**config.mk**
```make
export PLATFORM = sky130hd
export DESIGN_NAME = qproj_seq
export DESIGN_NICKNAME = d
export VERILOG_FILES = /design/src/rtl/qproj_seq.sv
export SDC_FILE = /design/constraint.sdc
export NUM_CORES = 1
export LEC_CHECK = 0
export ABC_AREA = 1
export BUFFER_PORTS_ARGS = -buffer_cell sky130_fd_sc_hd__buf_2
export CAP_MARGIN = 20
export CORE_AREA = 4 4 277 279
export CTS_CLUSTER_DIAMETER = 150
export DETAILED_ROUTE_END_ITERATION = 12
export DIE_AREA = 0 0 281 283
export GPL_ROUTABILITY_DRIVEN = 0
export PLACE_DENSITY = 0.57
export SLEW_MARGIN = 25
export SYNTH_ARGS = -nofsm -noshare
export SYNTH_HDL_FRONTEND = slang
export SYNTH_SLANG_ARGS = --single-unit
```
**constraint.sdc**
```tcl
create_clock -name clk -period 2.6 [get_ports clk]
set_input_delay 0.65 -clock clk [delete_from_list [all_inputs] [get_ports clk]]
set_output_delay 0.65 -clock clk [all_outputs]
set_load 0.01 [all_outputs]
```
**src/rtl/qproj_seq.sv**
```systemverilog
// Purpose : sequencer for the Q-projection datapath: streams input x Wq words per tile,
//           captures each 512-bit result and writes it back as WPT 128-bit words.
// Latency : all pins registered (one cycle after state); mac_* trail the fetch pins by RD_LAT.
// Backpres: none on SRAMs; WAIT_ACC stalls on acc_valid. The external loader owns the SRAMs only in IDLE.
// Option  : define QSEQ_PERF_CNT_EN to build the saturating busy-cycle counter on perf_cycles.
module qproj_seq #(
    parameter int IN_WORDS  = 32,
    parameter int OUT_TILES = 32,
    parameter int WPT       = 4,
    parameter int RD_LAT    = 1
) (
    input  logic         clk,
    input  logic         rst,
    input  logic         start,
    input  logic         ext_req,
    output logic         ext_gnt,
    output logic         busy,
    output logic         done,
    output logic         in_mem_ceb,
    output logic [4:0]   in_mem_addr,
    output logic         w_mem_ceb,
    output logic [9:0]   w_mem_addr,
    output logic         mac_en,
    output logic         mac_clr,
    output logic         mac_last,
    input  logic         acc_valid,
    input  logic [511:0] acc_data,
    output logic         out_mem_ceb,
    output logic         out_mem_web,
    output logic [6:0]   out_mem_addr,
    output logic [127:0] out_mem_din,
    output logic [31:0]  perf_cycles
);

    localparam int KW = $clog2(IN_WORDS);
    localparam int TW = $clog2(OUT_TILES);
    localparam int JW = $clog2(WPT);

    localparam logic [2:0] S_IDLE  = 3'd0;
    localparam logic [2:0] S_FETCH = 3'd1;
    localparam logic [2:0] S_WAIT  = 3'd2;
    localparam logic [2:0] S_WRITE = 3'd3;
    localparam logic [2:0] S_DONE  = 3'd4;

    logic [2:0]       state_q, state_d;
    logic [KW-1:0]    k_q, k_d;
    logic [TW-1:0]    tile_q, tile_d;
    logic [JW-1:0]    j_q, j_d;
    logic             start_ok;
    logic [WPT*128-1:0] buf_q;

    logic             busy_q, done_q, ext_gnt_q;
    logic             in_ceb_q, w_ceb_q, out_ceb_q, out_web_q;
    logic [4:0]       in_addr_q;
    logic [9:0]       w_addr_q;
    logic [6:0]       out_addr_q;
    logic [127:0]     out_din_q;
    logic [RD_LAT:0]  en_pipe_q, clr_pipe_q, last_pipe_q;

    // Next-state and counter logic; counters clear at their terminal counts, never wrap.
    always_comb begin
        state_d  = state_q;
        k_d      = k_q;
        tile_d   = tile_q;
        j_d      = j_q;
        start_ok = 1'b0;
        case (state_q)
            S_IDLE: begin
                // ext_req (or a grant still held) beats a same-cycle start
                if (start && !ext_req && !ext_gnt_q) begin
                    start_ok = 1'b1;
                    state_d  = S_FETCH;
                    k_d      = '0;
                    tile_d   = '0;
                    j_d      = '0;
                end
            end
            S_FETCH: begin
                if (k_q == KW'(IN_WORDS - 1)) begin
                    k_d     = '0;
                    state_d = S_WAIT;
                end else begin
                    k_d = k_q + 1'b1;
                end
            end
            S_WAIT: begin
                if (acc_valid) begin
                    j_d     = '0;
                    state_d = S_WRITE;
                end
            end
            S_WRITE: begin
                if (j_q == JW'(WPT - 1)) begin
                    j_d = '0;
                    if (tile_q == TW'(OUT_TILES - 1)) begin
                        tile_d  = '0;
                        state_d = S_DONE;
                    end else begin
                        tile_d  = tile_q + 1'b1;
                        state_d = S_FETCH;
                    end
                end else begin
                    j_d = j_q + 1'b1;
                end
            end
            S_DONE:  state_d = S_IDLE;
            default: state_d = S_IDLE;
        endcase
    end

    // FSM state and counters; reset aborts a run at once.
    always_ff @(posedge clk) begin
        if (!rst) begin
            state_q <= S_IDLE;
            k_q     <= '0;
            tile_q  <= '0;
            j_q     <= '0;
        end else begin
            state_q <= state_d;
            k_q     <= k_d;
            tile_q  <= tile_d;
            j_q     <= j_d;
        end
    end

    // Result buffer: only the WAIT_ACC beat with acc_valid is captured.
    always_ff @(posedge clk) begin
        if (!rst) begin
            buf_q <= '0;
        end else if (state_q == S_WAIT && acc_valid) begin
            buf_q <= acc_data;
        end
    end

    // Registered SRAM and status pins driven from the current state.
    always_ff @(posedge clk) begin
        if (!rst) begin
            busy_q     <= 1'b0;
            done_q     <= 1'b0;
            ext_gnt_q  <= 1'b0;
            in_ceb_q   <= 1'b1;
            w_ceb_q    <= 1'b1;
            out_ceb_q  <= 1'b1;
            out_web_q  <= 1'b1;
            in_addr_q  <= '0;
            w_addr_q   <= '0;
            out_addr_q <= '0;
            out_din_q  <= '0;
        end else begin
            // busy stays up through the final write pin and drops with the done pulse
            if (start_ok) begin
                busy_q <= 1'b1;
            end else if (state_q == S_DONE) begin
                busy_q <= 1'b0;
            end
            done_q     <= (state_q == S_DONE);
            ext_gnt_q  <= (state_q == S_IDLE) && ext_req;
            in_ceb_q   <= (state_q != S_FETCH);
            w_ceb_q    <= (state_q != S_FETCH);
            out_ceb_q  <= (state_q != S_WRITE);
            out_web_q  <= (state_q != S_WRITE);
            in_addr_q  <= 5'(k_q);
            w_addr_q   <= 10'(tile_q * IN_WORDS + k_q);
            out_addr_q <= 7'(tile_q * WPT + j_q);
            out_din_q  <= (state_q == S_WRITE) ? buf_q[128*j_q +: 128] : '0;
        end
    end

    // Operand strobes: stage 0 lines up with the fetch pins, the last stage with SRAM Q data.
    always_ff @(posedge clk) begin
        if (!rst) begin
            en_pipe_q   <= '0;
            clr_pipe_q  <= '0;
            last_pipe_q <= '0;
        end else begin
            en_pipe_q   <= {en_pipe_q[RD_LAT-1:0],   (state_q == S_FETCH)};
            clr_pipe_q  <= {clr_pipe_q[RD_LAT-1:0],  (state_q == S_FETCH) && (k_q == '0)};
            last_pipe_q <= {last_pipe_q[RD_LAT-1:0], (state_q == S_FETCH) && (k_q == KW'(IN_WORDS - 1))};
        end
    end

`ifdef QSEQ_PERF_CNT_EN
    logic [31:0] perf_q;

    // Busy-cycle counter: cleared per accepted start, saturates, holds after done.
    always_ff @(posedge clk) begin
        if (!rst) begin
            perf_q <= '0;
        end else if (start_ok) begin
            perf_q <= '0;
        end else if (busy_q && perf_q != 32'hFFFF_FFFF) begin
            perf_q <= perf_q + 32'd1;
        end
    end
    assign perf_cycles = perf_q;
`else
    assign perf_cycles = 32'd0;
`endif

    assign busy         = busy_q;
    assign done         = done_q;
    assign ext_gnt      = ext_gnt_q;
    assign in_mem_ceb   = in_ceb_q;
    assign in_mem_addr  = in_addr_q;
    assign w_mem_ceb    = w_ceb_q;
    assign w_mem_addr   = w_addr_q;
    assign out_mem_ceb  = out_ceb_q;
    assign out_mem_web  = out_web_q;
    assign out_mem_addr = out_addr_q;
    assign out_mem_din  = out_din_q;
    assign mac_en       = en_pipe_q[RD_LAT];
    assign mac_clr      = clr_pipe_q[RD_LAT];
    assign mac_last     = last_pipe_q[RD_LAT];

endmodule

```
# After elaboration in Yosys (flattened, before gate mapping)

Index checks and enable logic that the tools add are counted.
Widths: inputs -> output; s select.

Equal/unequal tests: 13
Shift-type cells: 1
Reductions and logical operators: 19
Multiplexer cells: 20
$add $sub $neg: 5

Operator list:

| kind                | number |
|---|---|
| $shiftx 512x10->128 | 1 |
| $mux 5              | 4 |
| $pmux 5 s2          | 2 |
| $mux 3              | 5 |
| $pmux 3 s4          | 1 |
| $add 10x5->10       | 1 |
| $add 5x1->5 const B | 2 |
| $eq 5x5->1 const B  | 2 |
| $ne 2x2->1 const B  | 4 |
| $add 7x2->7         | 1 |
| $eq 3x2->1 const B  | 2 |
| $logic_and 1x1->1   | 6 |
| $mux 2              | 3 |
| $pmux 2 s3          | 1 |
| $reduce_and 3->1    | 2 |
| $reduce_bool 2->1   | 3 |
| $logic_not 5->1     | 1 |
| $mux 1              | 4 |
| $reduce_and 2->1    | 2 |
| $reduce_and 4->1    | 1 |
| $eq 3x1->1 const B  | 1 |
| $eq 3x3->1 const B  | 1 |
| $logic_not 3->1     | 1 |
| $ne 3x1->1 const B  | 1 |
| 5 further kinds     | 6 |

Output and inout bits: 192
Register bits after elaboration: 688

# Longest topological paths before layout

Gate-level depths: netlist of run 1.

Depth in word-level cells: 6
Mapped depth: 9
Depth with buffers taken out: 9

# Least setup slack after synthesis of run 1

OpenSTA, ideal clock, no wires.

Path type: input to register
From: input rst
To: register k_q[0]
Stages on the path: 5
Setup time: 0.058 ns
Data required time: 2.542 ns
Slack: 1.022 ns
Arrival: 1.520 ns
Cell sequence: buf_2 -> clkbuf_1 -> clkbuf_1 -> o211ai_1 -> inv_1

RTL lines:

| item                 | line | text |
|---|---|---|
| start, declared      | 13   | `input logic rst,` |
| end signal, assigned | 120  | `k_q <= k_d;` |
| end, declared        | 46   | `logic [KW-1:0] k_q, k_d;` |

No word-level cell between the ends.

# Worst setup path after layout of run 1

From: register state_q[2]
To: register buf_q[444]

Longest elaborated chain between the ends: 2

RTL lines:

| item                   | line | text |
|---|---|---|
| start, declared        | 45   | `logic [2:0] state_q, state_d;` |
| start signal, assigned | 119  | `state_q <= state_d;` |
| $eq 3x2->1             | 130  | `end else if (state_q == S_WAIT && acc_valid) begin` |
| $logic_and 1x1->1      | 130  |  |
| end signal, assigned   | 131  | `buf_q <= acc_data;` |
| end, declared          | 50   | `logic [WPT*128-1:0] buf_q;` |

Every way passes these cells.
A chain may end at the register's enable or synchronous reset.

==> qor.csv, run 1 <==
metric,value,unit
status,"complete, no violations",
leakage power,12.7,nW
Initial Util,35.3,%
DRC errors left,0,
CTS Buf Count,76,
Worst Path Required,3.13,ns
count of final hold-check violations,0,
number of antenna violations at the first check in global routing,20,
max-cap violations,0,
Total GRT Usage,19.9,%
cts hold-fix bufs,0,
crit-path max FO,62,
YS warnings,0,
register area,13600,µm²
CTS tree,built,
"Clk pin slew, worst setup/hold paths",0.06,ns
Congestion Overflow GR,0,
largest net degree at the start of global routing,138,
Unique masters post-synth,27,
average vias per placed instance,4.80,
Root Driver,clkbuf_16,
Worst-Skew Late Latency,0.61,ns
post-synthesis sequential area ratio,51.8,%
H-tree depth,3,
die height,283,µm
DRT iter0 DRCs,1428,
final setup fails,0,
f_max,548,MHz
Synth Instances,3316,
num rows,100,
multi-input logic area,9030,µm²
Post-CTS Setup Inserts,0,
Routed WL,84300,µm
flop and latch count out of synthesis,678,
CP Class,reg -> reg,
Final TNS setup,0,ns
Slew @ Worst Pin,0.748,ns
slew margin rel.,50.2,%
CP Capture Type,flip-flop,
Post-synth EDFFs,0,
Die W,281,µm
Arrival @ worst endpoint,2.35,ns
I/O pin total,709,
pins over their slew limit,0,
worst clock skew,0.0229,ns
Core ar.,74200,µm²
power density over the cells,883,nW/µm²
area grow syn2layout,24.5,%
Hold/Removal Path Class,in -> reg,
CTS Sinks,678,
HPWL after detailed placement,57700,µm
CTS max path bufs,3,
unrepaired setup endpoints after global routing,false,
min cycle time layout,1.83,ns
Post-synth top flop,dfxtp_1,
Post-Syn Area,26200,µm²
fin util,44.0,%
Synth Area per Inst,7.90,µm²
final worst path period share,70.2,%
VDD IR-drop max,0.518,mV
DR WL/cell,17.2,µm
post-synthesis async set-or-reset flop share,0,%
IO Port Bufs,676,
first-pass GRT wire length,126000,µm
Layout fillers,7618,
# resized after CTS,0,
Detailed Routing Iterations Pass 1,5,
remaining antenna violation count after routing,0,
vias in the first global route,21800,
die area,79500,µm²
share of cells above drive strength 1,22.0,%
Startpoint Class,flip-flop,
nets@finish,4367,
routed via count,23500,
## where the power goes
group	leakage, nW	internal, mW	switching [mW]
clock	1.25	6.59	4.45
sequential	5.51	12.0	0.598
combinational	5.99	1.83	3.31
## cells by family (layout without fill, tap and decap cells)
kind of cell               count (synthesis)  after routing  share of synthesized area (%)
AOI/OAI and AO/OA                       1681           1681                           32.1
xor gates and xnor gates                   2              2                         0.0669
adders and majority gates                  6              6                          0.287
buffers and inverters                    861           1417                           14.2
DFF                                      678            678                           51.8
other                                      1             48                         0.0143
and+or+nand+nor                           87             87                           1.50
## worst max-delay path, cell delays in order, from the launching register on
cell and delay, ns:
dfxtp_1 0.50, nor2_4 0.10, nand3_4 0.10, buf_12 0.26, buf_4 0.43, o21ai_0 0.15
a21oi_1 0.14
## state kept, by name, indices dropped and copies added (netlist names), 2 cells and up
| signal | flops |
|---|---|
| en_pipe_q | 2 |
| w_mem_addr | 6 |
| state_q | 3 |
| tile_q | 5 |
| k_q | 5 |
| out_mem_addr | 2 |
| last_pipe_q | 2 |
| in_mem_addr | 4 |
| clr_pipe_q | 2 |
| j_q | 2 |
| out_mem_din | 128 |
| buf_q | 512 |
## cell usage in the layout (no fill, tap or decap), types with 4 or more instances in the layout
| cell | count |
|---|---|
| nand4_1 | 4 |
| nand3_1 | 8 |
| nor2_1 | 20 |
| ha_1 | 6 |
| bufinv_16 | 6 |
| a21oi_1 | 901 |
| inv_1 | 542 |
| nand2_1 | 44 |
| buf_2 | 675 |
| clkbuf_16 | 78 |
| o21ai_0 | 777 |
| dfxtp_1 | 676 |
| clkbuf_8 | 14 |
| clkbuf_1 | 24 |
| buf_12 | 23 |
| conb_1 | 32 |
| diode_2 | 16 |
| clkinv_2 | 7 |
| buf_4 | 37 |
## worst paths after layout
| path | from | end | slack (ns) | cells after the start |
|---|---|---|---|---|
| setup / recovery | state_q[2] | buf_q[444] | 0.77 | 6 |
| hold / removal | acc_data[14] | buf_q[14] | 0.31 | 3 |
| setup reg to reg | state_q[2] | buf_q[444] | 0.77 | 6 |
| hold reg to reg | clr_pipe_q[0] | clr_pipe_q[1] | 0.42 | 2 |
## metal layers
metal / routed length (µm) / track usage [%] / part of all wire [%] / vias up
met5: 32 / 0 / 0.038 / -
met3: 4270 / 3.47 / 5.1 / 133
met1: 36900 / 26.1 / 44 / 10800
met4: 2400 / 7.39 / 2.8 / 6
met2: 40600 / 32.7 / 48 / 619
li1: - / - / - / 12000
## Yosys cell counts, types with 2 or more instances
cell type	number	area, µm²
nor2_1	20	75.1
clkbuf_1	154	578
buf_4	54	405
nor3_1	2	10.0
buf_1	18	67.6
nand3_1	8	40.0
o21ai_0	777	3890
nand4_1	4	25.0
xor2_1	2	17.5
nand2_1	45	169
a21oi_1	901	4510
dfxtp_1	678	13600
buf_2	64	320
nand3b_1	2	15.0
inv_1	543	2040
buf_6	27	304
ha_1	6	75.1
nor2_4	2	22.5
## cell type report
type | instances | share of cell area [%]
clock buffer | 116 | 6.85
timing repair buffer | 736 | 12.7
multi-input combinational | 1808 | 27.7
clock inverter | 21 | 1.04
antenna | 16 | 0.123
inverter | 544 | 6.30
tap | 969 | 3.72
sequential | 678 | 41.6
## through the flow
stage          area [µm²]  worst slack [ns]  instances  hold WS, ns  power [mW]
2_1_floorplan       26300              1.02       3347        0.390        16.6
3_3_place_gp        30000             0.637       4735        0.399        17.9
3_5_place_dp        30000             0.593       4735        0.410        18.0
4_1_cts             32600             0.720       4872        0.255        29.1
5_1_grt             32600             0.616       4887        0.291        30.4
6_report            32600             0.774       4888        0.311        28.8
No activity file was read; power rests on OpenSTA's default activity.
==> inputs of run 2 (changes only) <==
- ABC_AREA: 1 -> 0
- CORE_AREA: 4 4 277 279 -> 4 4 278 280
- DIE_AREA: 0 0 281 283 -> 0 0 282 284
- PLACE_DENSITY: 0.57 -> 0.59
- clock period: 2.6 -> 1.5 ns (I/O delays scaled with it)
==> qor.csv, run 2 <==
metric,value,unit
status,"finished, violations left",
failing checks,negative setup slack,
power density over the cells,1040,nW/µm²
routed via count,24000,
final worst path period share,107,%
H-tree depth,3,
Synth Area per Inst,9.11,µm²
Post-synth EDFFs,0,
"Clk pin slew, worst setup/hold paths",0.06,ns
Arrival @ worst endpoint,2.09,ns
Largest register FFs,512,
total power,39.8,mW
Synth Area in Adders,0.290,%
Post-synth top flop,dfxtp_1,
VDD IR-drop max,0.994,mV
DRT iter0 DRCs,1340,
worst clock skew,0.0172,ns
crit-path max FO,12,
CTS Buf Count,75,
number of antenna violations at the first check in global routing,14,
Post-Syn Area,25900,µm²
Critical Path Max Stage Delay,0.51,ns
I/O pin total,709,
count of final hold-check violations,0,
CTS Sinks,678,
crit-path cells,"buf_12, buf_16, mux4_2, and2_4",
first-pass GRT wire length,138000,µm
pins over their slew limit,0,
Placement Cell Area,31100,µm²
post-synthesis async set-or-reset flop share,0,%
average vias per placed instance,4.84,
share of cells above drive strength 1,31.1,%
CP max-delay cell,mux4_2,
Detailed Routing Iterations Pass 1,5,
Routed WL,91600,µm
flop and latch count out of synthesis,678,
Root Driver,clkbuf_16,
Die W,282,µm
IO Port Bufs,676,
Total GRT Usage,21.9,%
Worst Path Required,1.98,ns
leakage power,15.0,nW
final worst setup slack,-0.108,ns
Hold/Removal Path Class,in -> reg,
family with the most delay on the worst path,multiplexers,
HPWL after detailed placement,62700,µm
CP Class,reg -> reg,
Non-Filler Instances,4956,
DR WL/cell,18.5,µm
nets@finish,4438,
CTS tree,built,
post-synthesis mux area share,11.3,%
Congestion Overflow GR,0,
post-synth top area share,52.4,%
Startpoint Class,flip-flop,
die area,80100,µm²
post-synth top area cell,dfxtp_1,
remaining antenna violation count after routing,0,
num rows,100,
area grow syn2layout,48.6,%
Unique masters post-synth,48,
CTS max path bufs,3,
post-synthesis simple-gate area fraction,19.3,%
"top cells by area, synth","dfxtp_1, nand2_1, mux4_2",
post-route cell area,38500,µm²
largest net degree at the start of global routing,62,
Buf/Inv on CP,2,
"most common cell after layout, fill and taps aside",nand2_1,
Core ar.,74400,µm²
min cycle time layout,1.61,ns
most numerous cell in the Yosys netlist,nand2_1,
die height,284,µm
f_max,622,MHz
vias in the first global route,24500,
top register by number of flip-flops,buf_q,
unrepaired setup endpoints after global routing,true,
CP Capture Type,flip-flop,
Synth Instances,2842,
Worst-Skew Late Latency,0.61,ns
hold_ws,0.0329,ns
xor and xnor area share after synthesis,0,%
Initial Util,34.8,%
top post-synthesis cells by count,"nand2_1, dfxtp_1, a21oi_1",
YS warnings,0,
Compound-Gate Fraction of Synth Area,10.6,%
final setup fails,391,
placed insts,4417,
Layout fillers,6658,
most frequent cells in the layout,"nand2_1, buf_2, dfxtp_1",
max-cap violations,0,
post-synthesis sequential area ratio,52.4,%
largest family of logic cells by synthesized area,simple AND/OR/NAND/NOR gates,
DRC errors left,0,
==> run 2: worst paths after layout <==
kind                                     from              end  cells past startpoint  slack (ns)
worst min register to register   en_pipe_q[0]     en_pipe_q[1]                      1        0.43
worst max-delay path                   j_q[0]  out_mem_din[64]                      4       -0.11
worst min-delay path            acc_data[185]       buf_q[185]                      3        0.03
worst max register to register         j_q[0]  out_mem_din[64]                      4       -0.11
==> run 2: cells by family (layout without fill, tap and decap cells) <==
group,after synthesis,after routing
adders and majority gates,6,6
buffers and inverters,278,1382
DFF,678,678
AOI/OAI and AO/OA,539,539
and+or+nand+nor,1208,1208
muxes,132,132
other,1,42
==> run 2: stage by stage <==
stage / setup slack (ns) / util, % / TNS (ns)
after floorplan: -0.0328 / - / -1.11
after detailed placement: -0.132 / 41.8 / -10.98
final: -0.108 / 51.7 / -11.64
after global routing: -0.157 / 51.7 / -49.95
after global placement: -0.154 / 41.8 / -6.50
after CTS: -0.102 / 51.2 / -10.96
==> run 2: worst min-delay path, cell delays in order <==
cell and delay, ns:
buf_2 0.11, nand2_1 0.05, a21oi_1 0.05
==> run 2: repair_timing <==
action	4_1_cts	5_1_grt
resized for setup	121	59
pin swaps	16	16
hold endpoints to repair	367	0
endpoints found under the setup margin	195	639
hold buffers	367	0
gates cloned	6	4
buffers inserted	6	7
==> run 2: layout make-up <==
type	instances	area [µm²]	share of cell area [%]
sequential	678	13700	35.5
multi-input combinational	1917	11100	28.9
timing repair buffer	1229	9750	25.3
clock buffer	105	2220	5.78
tap	969	1210	3.15
clock inverter	34	449	1.17
inverter	14	60.1	0.156
antenna	10	25.0	0.0650
==> run 2: power breakdown <==
part	switching (mW)	internal (mW)	leakage, nW	total (mW)
Clock	7.66	12.0	1.31	19.6
Sequential	0.0114	18.0	5.49	18.0
Combinational	0.895	1.28	8.23	2.18
Total	8.57	31.3	15.0	39.8
==> run 2: layer usage <==
metal / global-route usage [%] / vias to the layer above / part of all wire [%]
met5: 0 / - / 0.061
met4: 10.4 / 10 / 5.0
met3: 4.20 / 273 / 5.7
met2: 37.2 / 827 / 49
met1: 26.7 / 11400 / 41
li1: - / 11500 / -
